$ cat src/rtl/rtc_calendar_if.sv
// Time/date load and readout bundle for rtc_calendar.
// The alarm signals exist only when RTC_ALARM_EN is defined.
interface rtc_calendar_if #(
   parameter int YEAR_W = 7
);
   logic              synced;
   logic [4:0]        hour_in;
   logic [5:0]        min_in;
   logic [5:0]        sec_in;
   logic [4:0]        day_in;
   logic [3:0]        month_in;
   logic [YEAR_W-1:0] year_in;

   logic [4:0]        hour;
   logic [5:0]        min;
   logic [5:0]        sec;
   logic [4:0]        day;
   logic [3:0]        month;
   logic [YEAR_W-1:0] year;
   logic              tick;

`ifdef RTC_ALARM_EN
   logic              alarm_set;
   logic [4:0]        alarm_hour_in;
   logic [5:0]        alarm_min_in;
   logic              alarm_ack;
   logic              alarm_irq;

   modport master (
      output synced, hour_in, min_in, sec_in, day_in, month_in, year_in,
      output alarm_set, alarm_hour_in, alarm_min_in, alarm_ack,
      input  hour, min, sec, day, month, year, tick, alarm_irq
   );

   modport slave (
      input  synced, hour_in, min_in, sec_in, day_in, month_in, year_in,
      input  alarm_set, alarm_hour_in, alarm_min_in, alarm_ack,
      output hour, min, sec, day, month, year, tick, alarm_irq
   );
`else
   modport master (
      output synced, hour_in, min_in, sec_in, day_in, month_in, year_in,
      input  hour, min, sec, day, month, year, tick
   );

   modport slave (
      input  synced, hour_in, min_in, sec_in, day_in, month_in, year_in,
      output hour, min, sec, day, month, year, tick
   );
`endif
endinterface

$ cat src/rtl/rtc_calendar.sv
// Real-time clock/calendar: per-second prescaler, carry chain sec..year, sanitised loads.
// Optional alarm compare/interrupt compiled in with macro RTC_ALARM_EN.
module rtc_calendar #(
   parameter int CLK_FREQ = 50_000_000,
   parameter int YEAR_W   = 7
) (
   input  logic          clk,
   input  logic          rst,
   rtc_calendar_if.slave bus
);

   localparam int              PRE_W   = (CLK_FREQ > 1) ? $clog2(CLK_FREQ) : 1;
   localparam logic [PRE_W-1:0] PRE_MAX = PRE_W'(CLK_FREQ - 1);

   // Days in month m of year y; year 100 (2100) is not a leap year.
   function automatic logic [4:0] month_len(input logic [3:0] m, input logic [YEAR_W-1:0] y);
      logic [31:0] y_ext;
      logic        leap;
      y_ext = 32'(y);
      leap  = (y_ext[1:0] == 2'b00) && (y_ext != 32'd100);
      case (m)
         4'd2:                    month_len = leap ? 5'd29 : 5'd28;
         4'd4, 4'd6, 4'd9, 4'd11: month_len = 5'd30;
         default:                 month_len = 5'd31;
      endcase
   endfunction

   function automatic logic [4:0] sane_hour(input logic [4:0] h);
      sane_hour = (h > 5'd23) ? 5'd0 : h;
   endfunction

   function automatic logic [5:0] sane_min(input logic [5:0] m);
      sane_min = (m > 6'd59) ? 6'd0 : m;
   endfunction

   logic [PRE_W-1:0]  presc_r;
   logic              tick_r;
   logic [4:0]        hour_r;
   logic [5:0]        min_r;
   logic [5:0]        sec_r;
   logic [4:0]        day_r;
   logic [3:0]        month_r;
   logic [YEAR_W-1:0] year_r;

   logic              wrap_s;
   logic [4:0]        hour_inc_s;
   logic [5:0]        min_inc_s;
   logic [5:0]        sec_inc_s;
   logic [4:0]        day_inc_s;
   logic [3:0]        month_inc_s;
   logic [YEAR_W-1:0] year_inc_s;

   logic [4:0]        ld_hour_s;
   logic [5:0]        ld_min_s;
   logic [5:0]        ld_sec_s;
   logic [3:0]        ld_month_s;
   logic [4:0]        ld_day_s;

   assign wrap_s = (presc_r == PRE_MAX);

   // Day is validated against the already-sanitised month and the incoming year.
   assign ld_hour_s  = sane_hour(bus.hour_in);
   assign ld_min_s   = sane_min(bus.min_in);
   assign ld_sec_s   = sane_min(bus.sec_in);
   assign ld_month_s = ((bus.month_in == 4'd0) || (bus.month_in > 4'd12)) ? 4'd1 : bus.month_in;
   assign ld_day_s   = ((bus.day_in == 5'd0) || (bus.day_in > month_len(ld_month_s, bus.year_in)))
                       ? 5'd1 : bus.day_in;

   // Time/date one second ahead of the current registers (carry chain).
   always_comb begin
      hour_inc_s  = hour_r;
      min_inc_s   = min_r;
      sec_inc_s   = sec_r;
      day_inc_s   = day_r;
      month_inc_s = month_r;
      year_inc_s  = year_r;
      if (sec_r >= 6'd59) begin
         sec_inc_s = 6'd0;
         if (min_r >= 6'd59) begin
            min_inc_s = 6'd0;
            if (hour_r >= 5'd23) begin
               hour_inc_s = 5'd0;
               if (day_r >= month_len(month_r, year_r)) begin
                  day_inc_s = 5'd1;
                  if (month_r >= 4'd12) begin
                     month_inc_s = 4'd1;
                     year_inc_s  = year_r + YEAR_W'(1);
                  end else begin
                     month_inc_s = month_r + 4'd1;
                  end
               end else begin
                  day_inc_s = day_r + 5'd1;
               end
            end else begin
               hour_inc_s = hour_r + 5'd1;
            end
         end else begin
            min_inc_s = min_r + 6'd1;
         end
      end else begin
         sec_inc_s = sec_r + 6'd1;
      end
   end

   // Prescaler, tick and calendar registers; a load wins over a coincident wrap.
   always_ff @(posedge clk or negedge rst) begin
      if (!rst) begin
         presc_r <= {PRE_W{1'b0}};
         tick_r  <= 1'b0;
         hour_r  <= 5'd0;
         min_r   <= 6'd0;
         sec_r   <= 6'd0;
         day_r   <= 5'd1;
         month_r <= 4'd1;
         year_r  <= {YEAR_W{1'b0}};
      end else if (bus.synced) begin
         presc_r <= {PRE_W{1'b0}};
         tick_r  <= 1'b0;
         hour_r  <= ld_hour_s;
         min_r   <= ld_min_s;
         sec_r   <= ld_sec_s;
         day_r   <= ld_day_s;
         month_r <= ld_month_s;
         year_r  <= bus.year_in;
      end else if (wrap_s) begin
         presc_r <= {PRE_W{1'b0}};
         tick_r  <= 1'b1;
         hour_r  <= hour_inc_s;
         min_r   <= min_inc_s;
         sec_r   <= sec_inc_s;
         day_r   <= day_inc_s;
         month_r <= month_inc_s;
         year_r  <= year_inc_s;
      end else begin
         presc_r <= presc_r + PRE_W'(1);
         tick_r  <= 1'b0;
      end
   end

   assign bus.hour  = hour_r;
   assign bus.min   = min_r;
   assign bus.sec   = sec_r;
   assign bus.day   = day_r;
   assign bus.month = month_r;
   assign bus.year  = year_r;
   assign bus.tick  = tick_r;

`ifdef RTC_ALARM_EN
   logic [4:0] alarm_hour_r;
   logic [5:0] alarm_min_r;
   logic       alarm_irq_r;
   logic       match_s;

   // Only a counted second landing on hh:mm:00 matches; loads never do.
   assign match_s = !bus.synced && wrap_s && (sec_inc_s == 6'd0) &&
                    (min_inc_s == alarm_min_r) && (hour_inc_s == alarm_hour_r);

   // Stored alarm time and sticky interrupt; a fresh match beats a same-cycle ack.
   always_ff @(posedge clk or negedge rst) begin
      if (!rst) begin
         alarm_hour_r <= 5'd0;
         alarm_min_r  <= 6'd0;
         alarm_irq_r  <= 1'b0;
      end else begin
         if (bus.alarm_set) begin
            alarm_hour_r <= sane_hour(bus.alarm_hour_in);
            alarm_min_r  <= sane_min(bus.alarm_min_in);
         end else begin
            alarm_hour_r <= alarm_hour_r;
            alarm_min_r  <= alarm_min_r;
         end
         if (match_s) begin
            alarm_irq_r <= 1'b1;
         end else if (bus.alarm_ack) begin
            alarm_irq_r <= 1'b0;
         end else begin
            alarm_irq_r <= alarm_irq_r;
         end
      end
   end

   assign bus.alarm_irq = alarm_irq_r;
`endif

endmodule

$ cat src/flat_wrapper.sv
// flat-port wrapper written by rule: the top's interface ports become plain ports
module rtc_calendar_flat 
#(
   parameter int CLK_FREQ = 50_000_000,
   parameter int YEAR_W   = 7
)
  (clk, rst, bus_synced, bus_hour_in, bus_min_in, bus_sec_in, bus_day_in, bus_month_in, bus_year_in, bus_hour, bus_min, bus_sec, bus_day, bus_month, bus_year, bus_tick);
  rtc_calendar_if #(.YEAR_W(YEAR_W)) bus_i ();
  input  logic clk;
  input  logic rst;
  input wire logic [$bits(bus_i.synced)-1:0] bus_synced;
  input wire logic [$bits(bus_i.hour_in)-1:0] bus_hour_in;
  input wire logic [$bits(bus_i.min_in)-1:0] bus_min_in;
  input wire logic [$bits(bus_i.sec_in)-1:0] bus_sec_in;
  input wire logic [$bits(bus_i.day_in)-1:0] bus_day_in;
  input wire logic [$bits(bus_i.month_in)-1:0] bus_month_in;
  input wire logic [$bits(bus_i.year_in)-1:0] bus_year_in;
  output wire logic [$bits(bus_i.hour)-1:0] bus_hour;
  output wire logic [$bits(bus_i.min)-1:0] bus_min;
  output wire logic [$bits(bus_i.sec)-1:0] bus_sec;
  output wire logic [$bits(bus_i.day)-1:0] bus_day;
  output wire logic [$bits(bus_i.month)-1:0] bus_month;
  output wire logic [$bits(bus_i.year)-1:0] bus_year;
  output wire logic [$bits(bus_i.tick)-1:0] bus_tick;
  assign bus_i.synced = bus_synced;
  assign bus_i.hour_in = bus_hour_in;
  assign bus_i.min_in = bus_min_in;
  assign bus_i.sec_in = bus_sec_in;
  assign bus_i.day_in = bus_day_in;
  assign bus_i.month_in = bus_month_in;
  assign bus_i.year_in = bus_year_in;
  assign bus_hour = bus_i.hour;
  assign bus_min = bus_i.min;
  assign bus_sec = bus_i.sec;
  assign bus_day = bus_i.day;
  assign bus_month = bus_i.month;
  assign bus_year = bus_i.year;
  assign bus_tick = bus_i.tick;
  rtc_calendar #(.CLK_FREQ(CLK_FREQ), .YEAR_W(YEAR_W)) u_core (.clk(clk), .rst(rst), .bus(bus_i));
endmodule
$ cat config.mk
export PLATFORM = sky130hd
export DESIGN_NAME = rtc_calendar_flat
export DESIGN_NICKNAME = d
export VERILOG_FILES = /design/src/rtl/rtc_calendar_if.sv /design/src/rtl/rtc_calendar.sv /design/src/flat_wrapper.sv
export SDC_FILE = /design/constraint.sdc
export NUM_CORES = 1
export LEC_CHECK = 0
export ABC_CLOCK_PERIOD_IN_PS = 6020
export BUFFER_PORTS_ARGS = -buffer_cell sky130_fd_sc_hd__buf_2
export CORE_AREA = 2 2 86 88
export DETAILED_ROUTE_END_ITERATION = 8
export DIE_AREA = 0 0 88 90
export PLACE_DENSITY = 0.82
export SYNTH_ARGS = -nofsm -noshare
export SYNTH_HDL_FRONTEND = slang
export SYNTH_SLANG_ARGS = --single-unit
$ cat constraint.sdc
create_clock -name clk -period 6.02 [get_ports clk]
set_clock_uncertainty 0.15 [all_clocks]
set_input_delay 1.204 -clock clk [delete_from_list [all_inputs] [get_ports clk]]
set_output_delay 1.204 -clock clk [all_outputs]
set_load 0.02 [all_outputs]
==> results of run 1 <==
[cells in the mapped netlist (7+ instances only)]
master	count	area share
nand2_1	30	0.030
a21oi_1	19	0.025
inv_1	14	0.014
and3_1	15	0.025
a31oi_1	8	0.013
nor3_1	7	0.0094
nor2_1	48	0.048
nand4_1	9	0.015
o21ai_0	25	0.033
and2_1	8	0.013
dfrtp_1	58	0.39
nand3_1	20	0.027
ha_1	15	0.050
xor2_1	15	0.035
clkbuf_1	10	0.010
xnor2_1	8	0.019
[how the worst max path moves through the flow]
stage,to,slack [ns],depth (start not counted)
4_1_cts,u_core.bus.hour[0]$_DFFE_PN0P_,2.25,6
3_3_place_gp,u_core.bus.hour[0]$_DFFE_PN0P_,1.93,6
6_report,u_core.bus.hour[0]$_DFFE_PN0P_,2.23,6
3_5_place_dp,u_core.bus.hour[0]$_DFFE_PN0P_,1.89,6
2_1_floorplan,u_core.bus.day[1]$_DFFE_PN0P_,3.08,8
5_1_grt,u_core.bus.hour[4]$_DFFE_PN0P_,2.00,6
[power breakdown]
part	leakage [nW]	switching [mW]	internal, mW	total, mW
sequential	0.769	0.0695	0.455	0.524
clock	0.105	0.166	0.243	0.409
combinational	1.06	0.212	0.129	0.340
total	1.94	0.447	0.827	1.27
[cell families after synthesis]
logic type / after synthesis / share of synthesized area
xor gates and xnor gates: 23 / 0.0539
adders and majority gates: 15 / 0.0502
DFF: 60 / 0.402
and+or+nand+nor: 166 / 0.229
AOI/OAI and AO/OA: 115 / 0.211
buffers and inverters: 30 / 0.0341
muxes: 7 / 0.0194
[final cells by class]
cell class / count / area (µm²)
tap: 99 / 124
inverter: 15 / 56.3
multi-input combinational: 326 / 2110
clock buffer: 10 / 138
timing repair buffer: 71 / 360
fill: 612 / 2650
clock inverter: 6 / 87.6
sequential: 60 / 1500
[per-layer routing]
metal,vias up,track usage
met1,1666,0.315
li1,1694,-
met5,-,0
met3,18,0.0634
met4,0,0.0756
met2,126,0.374
[worst register-to-register path, cell delays in order, from the launching register on]
cell and delay [ns]:
dfstp_2 0.59, inv_1 0.10, ha_1 0.23, o21a_1 0.17, a21oi_1 0.11, o21a_1 0.14
ha_1 0.12, nand2b_1 0.09, a21oi_1 0.15, o41ai_1 0.82, a31oi_1 0.17, a211oi_1 0.27
[registers in the layout (all words and copies together), names as in the netlist]
signal,count
u_core.bus.min,6
u_core.bus.year,7
u_core.bus.sec,6
u_core.bus.month,4
u_core.bus.tick,1
u_core.bus.day,5
u_core.presc_r,26
u_core.bus.hour,5
==> flow_summary.yaml, run 1 <==
worst_setup_path:
  critical-path-slowest-cell: "clkinv_1"
  critPathRequiredTime_ns: 6.11
  cp_top_family: "buffers and inverters"
  r2r-end: "u_core.bus.year[3]$_DFFE_PN0P_"
  worstPathMaxFanout: 30
  r2r-start: "u_core.bus.month[0]$_DFFE_PN1P_"
  start_kind: "primary input"
  crit_chain: "buf_2, clkinv_1, o21a_1, nor2_1, nand2_1, mux2_2"
  path_buf_inv: 2
  max_stage_delay_ns: 0.77
  crit_start: "bus_synced"
  regToRegSetupSlack_ns: 2.81
  cp-end-kind: "register"
  worstSetupPathType: "primary input to register"
  cp.arrival_ns: 3.88
  reg2reg_depth: 11
logic_synthesis:
  async_flop_share: 1.00
  syn_area_per_cell_um2: 8.98
  ys_seq_area_frac: 0.402
  synthCells: 416
  synth_seq_cells: 60
  synthDistinctLibCells: 61
  synth_nets: 467
  synth_ff_type: "dfrtp_1"
  yosysWarnings: 0
  netlist_area_um2: 3740
  synth-edff-count: 0
placed_design:
  hpwlAfterDp_um: 6520
  place_ws_ns: 1.89
  place.gp.congestion: 0.868
  io_buffers: 69
  placed_area_um2: 4150
  dp_cells: 571
sta:
  fmax_mhz: 264
  hold_viol: 0
  setup_viol: 0
  fin_tns_setup_ns: 0
  final.setup.worst_slack_ns: 2.23
  rsz0062_at_grt: "false"
  timing.hold.ws_ns: 0.356
  min_period_over_period: 0.630
  drv_slew: 0
  period_minus_slack_ns: 3.79
  worst_pin_slew_ns: 0.919
  slew_headroom: 0.387
route:
  drt_iter0_drc: 250
  dr.max_layer_used: "met4"
  totalWireLength_um: 9090
  wl_per_cell_um: 15.5
  wl_met3_um: 589
  vias: 3504
  met2WireLength_um: 4410
  route.detailed.drc: 0
  drtAntennaViolNets: 0
  avgViaCountPerCell: 5.97
  wl_met1_um: 3920
  dr.pass1.iters: 6
pwr:
  power_density_nw_per_um2: 291
  power_mw: 1.27
  power.leakage_nw: 1.94
  ir_drop_mv: 0.206
layout:
  drive_gt1_frac: 0.201
  layout_commonest_cell: "buf_2"
  final_cell_mix: "buf_2 (69), dfrtp_1 (58), nor2_1 (48)"
  area_growth_pct: 17.1
  finalInstanceArea_um2: 4380
  fin_cells: 587
  antenna_cells: 0
  nets: 534
  fin_util: 0.623
die:
  dieWidth_um: 88
  num_io_pins: 70
  die_area_um2: 7920
  row_count: 31
  core_um2: 7020
  start_util: 0.532
  fp.dieH_um: 90
global_route:
  grt_pass1_vias: 3238
  grt_pass1_wl_um: 15000
  grt_use_total: 0.237
  grt-ovfl-total: 0
  antenna_found_initial: 0
  grt_max_degree: 61
clock_tree:
  post_cts_hold_buffer_count: 0
  cts_buffers: 9
  cts-resized-gates: 0
  ctsLongestPathBuffers: 2
  h-tree-depth: 3
  clk_pin_slew_ns: 0.08
  clk_latency_ns: 0.35
  cts.sinks: 60
  post_cts_buffers: 0
  tritoncts: "done"
  root_buffer: "clkbuf_8"
hold_path:
  hold_path_class: "register to register"
  hp-start: "u_core.presc_r[0]$_DFF_PN0_"
  holdPathEnd: "u_core.presc_r[0]$_DFF_PN0_"
  holdPathStages: 1
flow_run:
  cap_violations: 0
outcome:
  status: "complete, no violations"
Power figures use the tool's default switching activity.
==> run 2: changes to the inputs <==
- ABC_CLOCK_PERIOD_IN_PS: 6020 -> 3810
- clock period: 6.02 -> 3.81 ns (I/O delays scaled with it)
==> run 2 against run 1 <==
Power grew 54%. Sequential power up 58%. Combinational power rose by 61%. Die area stayed put. Critical endpoint is now u_core.bus.year[4]$_DFFE_PN0P_.
==> flow_summary.yaml, run 2 (same netlist as run 1, synthesis figures left out) <==
clock_tree:
  cts_buffers: 9
  cts-resized-gates: 0
  root_buffer: "clkbuf_8"
  clk_latency_ns: 0.35
  post_cts_buffers: 0
  h-tree-depth: 3
  cts.sinks: 60
  tritoncts: "done"
  clk_pin_slew_ns: 0.07
  ctsLongestPathBuffers: 2
  post_cts_hold_buffer_count: 0
layout:
  nets: 538
  regArea_um2: 1500
  drive_gt1_frac: 0.203
  finalInstanceArea_um2: 4370
  area_growth_pct: 17.0
  largest_register_ffs: 26
  layout_commonest_cell: "buf_2"
  final_cell_mix: "buf_2 (69), dfrtp_1 (58), nor2_1 (48)"
  multi_input_area_um2: 2110
  n_fill_cell: 592
  top_register: "u_core.presc_r"
  antenna_cells: 0
worst_setup_path:
  cp.arrival_ns: 3.24
  max_stage_delay_ns: 0.80
  crit_start: "u_core.bus.year[3]$_DFFE_PN0P_"
  critical-path-slowest-cell: "o41ai_1"
  start_kind: "register"
  worstPathMaxFanout: 7
  cp-end-kind: "register"
  worstSetupPathType: "register to register"
  r2r-start: "u_core.bus.year[3]$_DFFE_PN0P_"
  crit_chain: "o41ai_1, a21oi_1, o21a_1, ha_1, nand2b_1, a21oi_1, o41ai_1, a31oi_1, a211oi_1"
  critPathRequiredTime_ns: 3.92
global_route:
  grt-ovfl-total: 0
  grt_pass1_wl_um: 16200
  antenna_found_initial: 0
  met1_usage: 0.338
  busiest_layer: "met2"
  grt_pass1_vias: 3477
  grt_max_degree: 40
  gr-usage-met2: 0.408
  grt_use_total: 0.255
  met3_usage: 0.0661
die:
  dieWidth_um: 88
  num_io_pins: 70
  fp.dieH_um: 90
  start_util: 0.532
  row_count: 31
  die_area_um2: 7920
  core_um2: 7020
placed_design:
  hpwlAfterDp_um: 6900
  place.gp.congestion: 0.893
  placed_area_um2: 4180
  io_buffers: 69
sta:
  period_minus_slack_ns: 3.13
  hold_viol: 0
  rsz0062_at_grt: "false"
  setup_viol: 0
  fmax_mhz: 319
  slew_headroom: 0.341
  drv_slew: 0
  min_period_over_period: 0.822
  fin_tns_setup_ns: 0
  worst_pin_slew_ns: 0.988
flow_run:
  cap_violations: 0
route:
  drt_iter0_drc: 232
  drtAntennaViolNets: 0
  totalWireLength_um: 9560
  dr.pass1.iters: 5
  avgViaCountPerCell: 6.05
  vias: 3577
  wl_per_cell_um: 16.2
  route.detailed.drc: 0
pwr:
  ir_drop_mv: 0.291
  power.leakage_nw: 1.95
  power_density_nw_per_um2: 447
hold_path:
  hold_path_class: "primary input to asynchronous set/reset pin"
outcome:
  status: "complete, no violations"
-- run 2: cell types whose count changed in the layout (fill, tap and decap cells not counted) --
cell | before | now
buf_4 | 2 | 6
clkinvlp_4 | 3 | 0
clkbuf_1 | 0 | 2
bufinv_16 | 2 | 1
clkinv_2 | 1 | 2
clkinv_4 | 0 | 1
-- run 2: metrics by stage --
step | utilization | total power [mW] | instances | hold WS (ns) | worst slack (ns)
2_1_floorplan | - | 1.17 | 416 | 0.316 | 0.920
3_3_place_gp | 0.595 | 1.36 | 575 | 0.344 | 0.766
3_5_place_dp | 0.595 | 1.38 | 575 | 0.361 | 0.723
4_1_cts | 0.623 | 1.95 | 591 | 0.243 | 0.708
5_1_grt | 0.623 | 2.06 | 591 | 0.262 | 0.389
6_report | 0.623 | 1.96 | 591 | 0.234 | 0.677
-- run 2: path summary, 6_finish.rpt --
kind                                                  end  slack [ns]  depth (start not counted)
min in group clk              u_core.presc_r[0]$_DFF_PN0_        0.37                          1
setup / recovery           u_core.bus.year[4]$_DFFE_PN0P_        0.68                          9
hold reg to reg               u_core.presc_r[0]$_DFF_PN0_        0.37                          1
max in group asynchronous   u_core.bus.day[0]$_DFFE_PN1P_        2.35                          2
hold / removal               u_core.presc_r[19]$_DFF_PN0_        0.23                          1
setup reg to reg           u_core.bus.year[4]$_DFFE_PN0P_        0.68                          9
-- run 2: metal layers --
layer  part of all wire  wire length [µm]  vias up
met5                  0                 0        -
met4              0.014               136        0
met3              0.059               567       15
met2               0.49              4700      127
met1               0.43              4150     1736
li1                   -                 -     1699
-- run 2: final cells by class --
class / instances / area share
multi-input combinational: 326 / 0.481
sequential: 60 / 0.344
inverter: 15 / 0.0129
timing repair buffer: 75 / 0.0892
clock inverter: 4 / 0.0112
tap: 99 / 0.0283
clock buffer: 12 / 0.0332
-- run 2: power by group --
part           internal [mW]  total (mW)  switching [mW]  leakage (nW)
sequential             0.719       0.828           0.109         0.769
clock                  0.319       0.583           0.264         0.100
combinational          0.207       0.547           0.340          1.08
-- run 2: worst max-delay path, delay by kind of cell, from the launching register on --
kind            cells  cell delay [ns]
simple gates        1             0.09
flops               1             0.44
fa+ha+maj           1             0.26
compound gates      7             2.12
